[config.mk]
export PLATFORM = sky130hd
export DESIGN_NAME = bus_slave_mux_reg
export DESIGN_NICKNAME = d
export VERILOG_FILES = /design/src/rtl/bus_slave_mux_reg.sv
export SDC_FILE = /design/constraint.sdc
export NUM_CORES = 1
export LEC_CHECK = 0
export BUFFER_PORTS_ARGS = -buffer_cell sky130_fd_sc_hd__clkbuf_2
export CORE_AREA = 2 2 122 124
export CTS_BUF_LIST = sky130_fd_sc_hd__clkbuf_8 sky130_fd_sc_hd__clkbuf_16
export DETAILED_ROUTE_END_ITERATION = 16
export DIE_AREA = 0 0 124 126
export PLACE_DENSITY_LB_ADDON = 0.15
export SYNTH_ARGS = -nofsm -noshare
export SYNTH_HDL_FRONTEND = slang
export SYNTH_SLANG_ARGS = --single-unit
export TNS_END_PERCENT = 1
[constraint.sdc]
create_clock -name clk -period 3.55 [get_ports clk]
set_input_delay 0 -clock clk [delete_from_list [all_inputs] [get_ports clk]]
set_output_delay 0 -clock clk [all_outputs]
set_load 0.01 [all_outputs]
[src/rtl/bus_slave_mux_reg.sv]
// Registered read-return multiplexer with fixed-priority slave selection,
// a wait-cycle watchdog and a chip-select conflict flag.
module bus_slave_mux_reg #(
  parameter int SLAVE_NUM = 8,
  parameter int DATA_W    = 32,
  parameter int TIMEOUT   = 256,
  localparam int SEL_W    = (SLAVE_NUM > 1) ? $clog2(SLAVE_NUM) : 1,
  localparam int CNT_W    = (TIMEOUT > 0) ? $clog2(TIMEOUT + 1) : 1
) (
  input  logic                        clk,
  input  logic                        reset,
  input  logic [SLAVE_NUM-1:0]        sCS_,
  input  logic [SLAVE_NUM*DATA_W-1:0] sRdData,
  input  logic [SLAVE_NUM-1:0]        sRdy_,
  output logic [DATA_W-1:0]           mRdData,
  output logic                        mRdy_,
  output logic                        mErr,
  output logic [SEL_W-1:0]            mSel,
  output logic                        mCsConflict
);

  typedef enum logic [1:0] {IDLE, WAIT, HOLD} state_t;

  state_t            state;
  logic [SEL_W-1:0]  idx;
  logic [CNT_W-1:0]  cnt;

  logic              active;
  logic [SEL_W-1:0]  win;
  logic              win_rdy;
  logic [DATA_W-1:0] win_data;
  int                ones;
  logic              conflict;
  logic              reselect;
  logic [CNT_W-1:0]  eff_cnt;
  logic              timed_out;

  // Descending scan so the lowest selected index is the last one written.
  always_comb begin
    active   = 1'b0;
    win      = '0;
    win_rdy  = 1'b1;
    win_data = '0;
    ones     = 0;
    for (int i = SLAVE_NUM - 1; i >= 0; i--) begin
      if (!sCS_[i]) begin
        active   = 1'b1;
        win      = SEL_W'(i);
        win_rdy  = sRdy_[i];
        win_data = sRdData[i*DATA_W +: DATA_W];
        ones     = ones + 1;
      end
    end
    conflict = (ones > 1);
  end

  // A new winner restarts the access: this cycle is checked as elapsed count 0.
  always_comb begin
    reselect  = (state == WAIT) && (idx != win);
    eff_cnt   = reselect ? '0 : cnt;
    timed_out = (TIMEOUT != 0) && (eff_cnt == CNT_W'(TIMEOUT - 1));
  end

  always_ff @(posedge clk or posedge reset) begin
    if (reset) begin
      state       <= IDLE;
      idx         <= '0;
      cnt         <= '0;
      mRdData     <= '0;
      mRdy_       <= 1'b1;
      mErr        <= 1'b0;
      mSel        <= '0;
      mCsConflict <= 1'b0;
    end else begin
      mCsConflict <= conflict;
      mRdy_       <= 1'b1;
      mErr        <= 1'b0;
      mRdData     <= '0;
      case (state)
        HOLD: begin
          state <= IDLE;
          cnt   <= '0;
        end
        default: begin
          if (!active) begin
            state <= IDLE;
            cnt   <= '0;
          end else begin
            idx <= win;
            if (!win_rdy) begin
              mRdData <= win_data;
              mRdy_   <= 1'b0;
              mSel    <= win;
              state   <= HOLD;
              cnt     <= '0;
            end else if (timed_out) begin
              mRdy_ <= 1'b0;
              mErr  <= 1'b1;
              mSel  <= win;
              state <= HOLD;
              cnt   <= '0;
            end else begin
              state <= WAIT;
              cnt   <= (TIMEOUT != 0) ? eff_cnt + CNT_W'(1) : '0;
            end
          end
        end
      endcase
    end
  end

endmodule
* Word-level counts from Yosys, hierarchy flattened
Index checks and enable logic that the tools add are counted.
Word-level totals: register bits 52, bits of input ports 274, output and inout port bits 38, word-level logic and storage cells 88
Operators by class: add/subtract/negate cells 8, $lt $le $gt $ge 1, eq/ne operators 5, mux-type cells 62, bitwise logic cells 1, reduce and logical (&&, ||, !) cells 3
Operator list (number):
- two-way mux 32 bit | 18
- adder 32 x 2 -> 32 bit, second input constant | 7
- two-way mux 9 bit | 5
- > comparator 32 x 2 -> 1 bit, second input constant | 1
- two-way mux 3 bit | 10
- two-way mux 1 bit | 25
- adder 9 x 1 -> 9 bit, second input constant | 1
- equality test 9 x 8 -> 1 bit, second input constant | 1
- two-way mux 2 bit | 4
- inequality test 3 bit | 1
- AND reduction 3 bit | 1
- equality test 2 x 1 -> 1 bit, second input constant | 1
- equality test 2 bit, second input constant | 1
- inequality test 2 x 1 -> 1 bit, second input constant | 1
- AND reduction 2 bit | 1
- logical AND 1 bit | 1
- inverter 1 bit | 1

* Longest topological paths before layout
depth in word-level cells 16, depth in mapped cells 23, depth with buffers taken out 22

* Least setup slack after synthesis
No wires, ideal clock.
path kind input -> register, from in sCS_[6], to reg mCsConflict, library setup time 141 ps, arrival time 3714 ps, data required time 3409 ps, slack -305 ps, stages 19, buffers on the path 2, cell sequence inv_1 > clkbuf_1 > ha_1 > buf_2 > xnor2_2 > ha_1 > nor2b_1 > a311o_1 > ha_1 > inv_1 > o21ai_1 > ha_1 > nor2b_1 > a21oi_1 > inv_1 > ha_1 > nor2b_1 > a2111oi_2 > o221ai_1
Between the ends: word-level cells in the longest chain between the ends 14
RTL lines:
- from (decl) | line 12 | input logic [SLAVE_NUM-1:0] sCS_,
- two-way mux 32 bit (*) | line 46 | if (!sCS_[i]) begin
- adder 32 x 2 -> 32 bit | line 51 | ones = ones + 1;
- two-way mux 32 bit (*) | line 46
- adder 32 x 2 -> 32 bit | line 51
- two-way mux 32 bit (*) | line 46
- adder 32 x 2 -> 32 bit | line 51
- two-way mux 32 bit (*) | line 46
- adder 32 x 2 -> 32 bit | line 51
- two-way mux 32 bit (*) | line 46
- adder 32 x 2 -> 32 bit | line 51
- two-way mux 32 bit (*) | line 46
- adder 32 x 2 -> 32 bit | line 51
- two-way mux 32 bit (*) | line 46
- > comparator 32 x 2 -> 1 bit (*) | line 54 | conflict = (ones > 1);
- via conflict | line 33 | logic conflict;
- to (signal assigned) | line 75 | mCsConflict <= conflict;
- to (decl) | line 19 | output logic mCsConflict
Mark *: on every way through the listed nets, which the timed path passes. The rest lies on a longest branch. A chain may end at the register's enable or synchronous reset.

* Worst setup path after layout
Same ends and word-level chain as after synthesis.

==> results_dict.tcl <==
set metrics [dict create \
    yosysSeqAreaShare 0.288 \
    synth_cell_types 54 \
    hold_viol 0 \
    layout_commonest_cell "clkbuf_2" \
    worst-path-max-fanout 6 \
    wl_um 19400 \
    p_per_area_nw_per_um2 327 \
    crit_required_ns 3.72 \
    clockBufferDepth 2 \
    insertion_delay_ns 0.29 \
    area_growth_pct 45.2 \
    crit_path_start "sCS_[6]" \
    ctsRootBufferMaster "clkbuf_16" \
    swShare 0.339 \
    p_clk_frac 0.267 \
    holdWs_ns 0.0141 \
    synth_edf_count 0 \
    m1WireLength_um 7960 \
    gr-total-overflow 0 \
    routed_via_density 5.13 \
    route.met2.wl_um 9090 \
    die_w_um 124 \
    die_area_um2 15600 \
    dp.cells 1069 \
    cp_data_arrival_time_ns 3.48 \
    cts_max_level 2 \
    fin_worst_skew_ns 0.00563 \
    setup_viol 0 \
    power_leakage_nw 3.34 \
    end_kind "flop" \
    path_clk_slew_ns 0.07 \
    highest_layer "met4" \
    grtUsageTotal 0.245 \
    grt_pass1_vias 5360 \
    hp-start "sRdData[32]" \
    reg2reg_to "mSel[2]$_DFFE_PP0P_" \
    grt_first_pass_wirelength_um 29300 \
    antenna_left 0 \
    dp_hpwl_um 15000 \
    cts.sinks 52 \
    peakVddDrop_mv 0.193 \
    wl_per_cell_um 18.0 \
    worstSetupPathType "input port to flop" \
    maxSlewHeadroom 0.531 \
    fmax_ghz 0.302 \
    crit_path_end "mCsConflict$_DFF_PP0_" \
    synth_nets 879 \
    antenna_cells 0 \
    finalCritPeriodShare 0.934 \
    num_rows 44 \
    power_switching_w 0.000728 \
    first_iter_violations 288 \
    num_io_pins 312 \
    tns_ns 0 \
    start_util 0.316 \
    reg2reg_slack_ns 0.53 \
    reg2reg_depth 13 \
    antenna_found_initial 0 \
    maxCapViolCount 0 \
    min_path_type "input port to flop" \
    ys_seq_elements 52 \
    p_comb_frac 0.408 \
    finalMaxSlewViolations 0 \
    final-instance-count-excl-fill 1078 \
    synth-main-ff-cell "dfrtp_1" \
    route.detailed.drc 0 \
    firstDrtPassIters 5 \
    async_reset_ff_frac 1.00 \
    met3_length_um 1680 \
    tightestPinTransition_ns 0.704 \
    layout_common_cells "clkbuf_2 (311), nor2_1 (83), nor3_1 (66)" \
    status "complete, no violations" \
    pwr-share-seq 0.325 \
    internal-power_w 0.00142 \
    io_buffers 311 \
    timing.final.crit_period_ns 3.32 \
    nets 1177 \
    synthCells 595 \
    startpoint_type "input port" \
    grt_max_degree 53 \
    rr_startpoint "idx[1]$_DFFE_PP0P_" \
    drive_gt1_frac 0.412 \
    n_fill_cell 1506 \
    cts_tree "yes" \
    numCtsBuffers 5 \
    coreArea_um2 14300 \
    power_w 0.00215 \
    synth_area_um2 4520 \
    rsz0062_at_grt "no" \
    routabilityCongestion 0.870 \
    yosysWarnings 0 \
    num_vias 5530 \
    avgSynthCellArea_um2 7.60 \
    die_y_um 126 \
]
==> registers in the layout (all words and copies together), names as in the netlist <==
register     count
mCsConflict      1
cnt              9
mRdData         32
mRdy_            1
idx              3
mSel             3
state            2
mErr             1
==> power by group through the flow <==
| stage | clock (W) | sequential [W] | combinational, W |
|---|---|---|---|
| after floorplan | 0 | 0.000738 | 0.000459 |
| after global placement | 0 | 0.000708 | 0.000865 |
| after detailed placement | 0 | 0.000709 | 0.000868 |
| after CTS | 0.000593 | 0.000698 | 0.000872 |
| after global routing | 0.000615 | 0.000707 | 0.000978 |
| final | 0.000574 | 0.000698 | 0.000875 |
==> kinds of logic after synthesis <==
group	count (synthesis)	synth area share
and+or+nand+nor	240	0.258
AOI/OAI and AO/OA	171	0.244
buffers and inverters	69	0.0625
DFF	52	0.288
muxes	37	0.0852
xor gates and xnor gates	16	0.0343
adders and majority gates	10	0.0277
==> synthesized netlist by cell type (6+ instances only) <==
cell      instances  share of area
nand2_1          21          0.017
nor3_1           66          0.073
nand2b_1          6         0.0083
a21oi_1          39          0.043
nor2_1           83          0.069
ha_1             10          0.028
buf_2            13          0.014
xnor2_1          10          0.019
nor2b_1          37          0.051
clkbuf_1         34          0.028
nand3_1           8         0.0089
dfrtp_1          51           0.28
o22ai_1          32          0.044
inv_1            15          0.012
o21ai_0          41          0.045
mux2i_1          34          0.075
a221oi_1         31          0.060
==> critical path: stages <==
cell and delay, ns:
clkbuf_2 0.15, inv_2 0.09, ha_4 0.17, mux2i_4 0.15
xor2_1 0.16, o21ai_1 0.10, ha_1 0.29, nor2b_1 0.13
a311o_1 0.34, ha_4 0.29, inv_1 0.05, o21ai_2 0.15
ha_1 0.25, nor2b_1 0.15, a21oi_2 0.13, inv_1 0.05
ha_1 0.28, a32o_1 0.20, nor2_1 0.11, o31a_1 0.14
o221ai_1 0.10
==> how the worst min path moves through the flow <==
| stage | slack, ns | endpoint | cells after the start |
|---|---|---|---|
| after floorplan | 0.20 | mRdData[30]$_DFF_PP0_ | 2 |
| after global placement | 0.22 | mRdData[10]$_DFF_PP0_ | 3 |
| after detailed placement | 0.23 | mRdData[10]$_DFF_PP0_ | 3 |
| after CTS | 0.003 | mRdData[8]$_DFF_PP0_ | 3 |
| after global routing | 0.02 | mRdData[16]$_DFF_PP0_ | 3 |
| final | 0.01 | mRdData[0]$_DFF_PP0_ | 3 |
==> through the flow <==
| step | worst slack, ns | cell area [µm²] | util |
|---|---|---|---|
| final | 0.233 | 6570 | 0.459 |
| after global routing | 0.0142 | 6570 | 0.459 |
| after CTS | 0.136 | 6550 | 0.457 |
| after detailed placement | -0.156 | 6370 | 0.445 |
| after global placement | -0.124 | 6370 | 0.445 |
| after floorplan | 0.0292 | 4570 | - |
==> repair_timing <==
action	4_1_cts	5_1_grt
resized for setup	0	4
hold buffers	1	0
setup endpoints to repair	0	1
setup buffers	0	0
hold endpoints to repair	51	0
==> cell type report <==
cell class                 count  area (µm²)  share of cell area
clock buffer                   5         125              0.0191
clock inverter                 3        46.3             0.00705
inverter                      17        63.8             0.00972
multi-input combinational    474        2990               0.455
sequential                    52        1300               0.198
tap                          184         230              0.0351
timing repair buffer         343        1810               0.276
==> metal layers <==
| metal | global-route usage | up-vias |
|---|---|---|
| met3 | 0.0620 | 40 |
| met1 | 0.317 | 2457 |
| met5 | 0 | - |
| met4 | 0.0787 | 0 |
| li1 | - | 2762 |
| met2 | 0.397 | 271 |
Note: power is estimated with default switching activity, not from simulation.
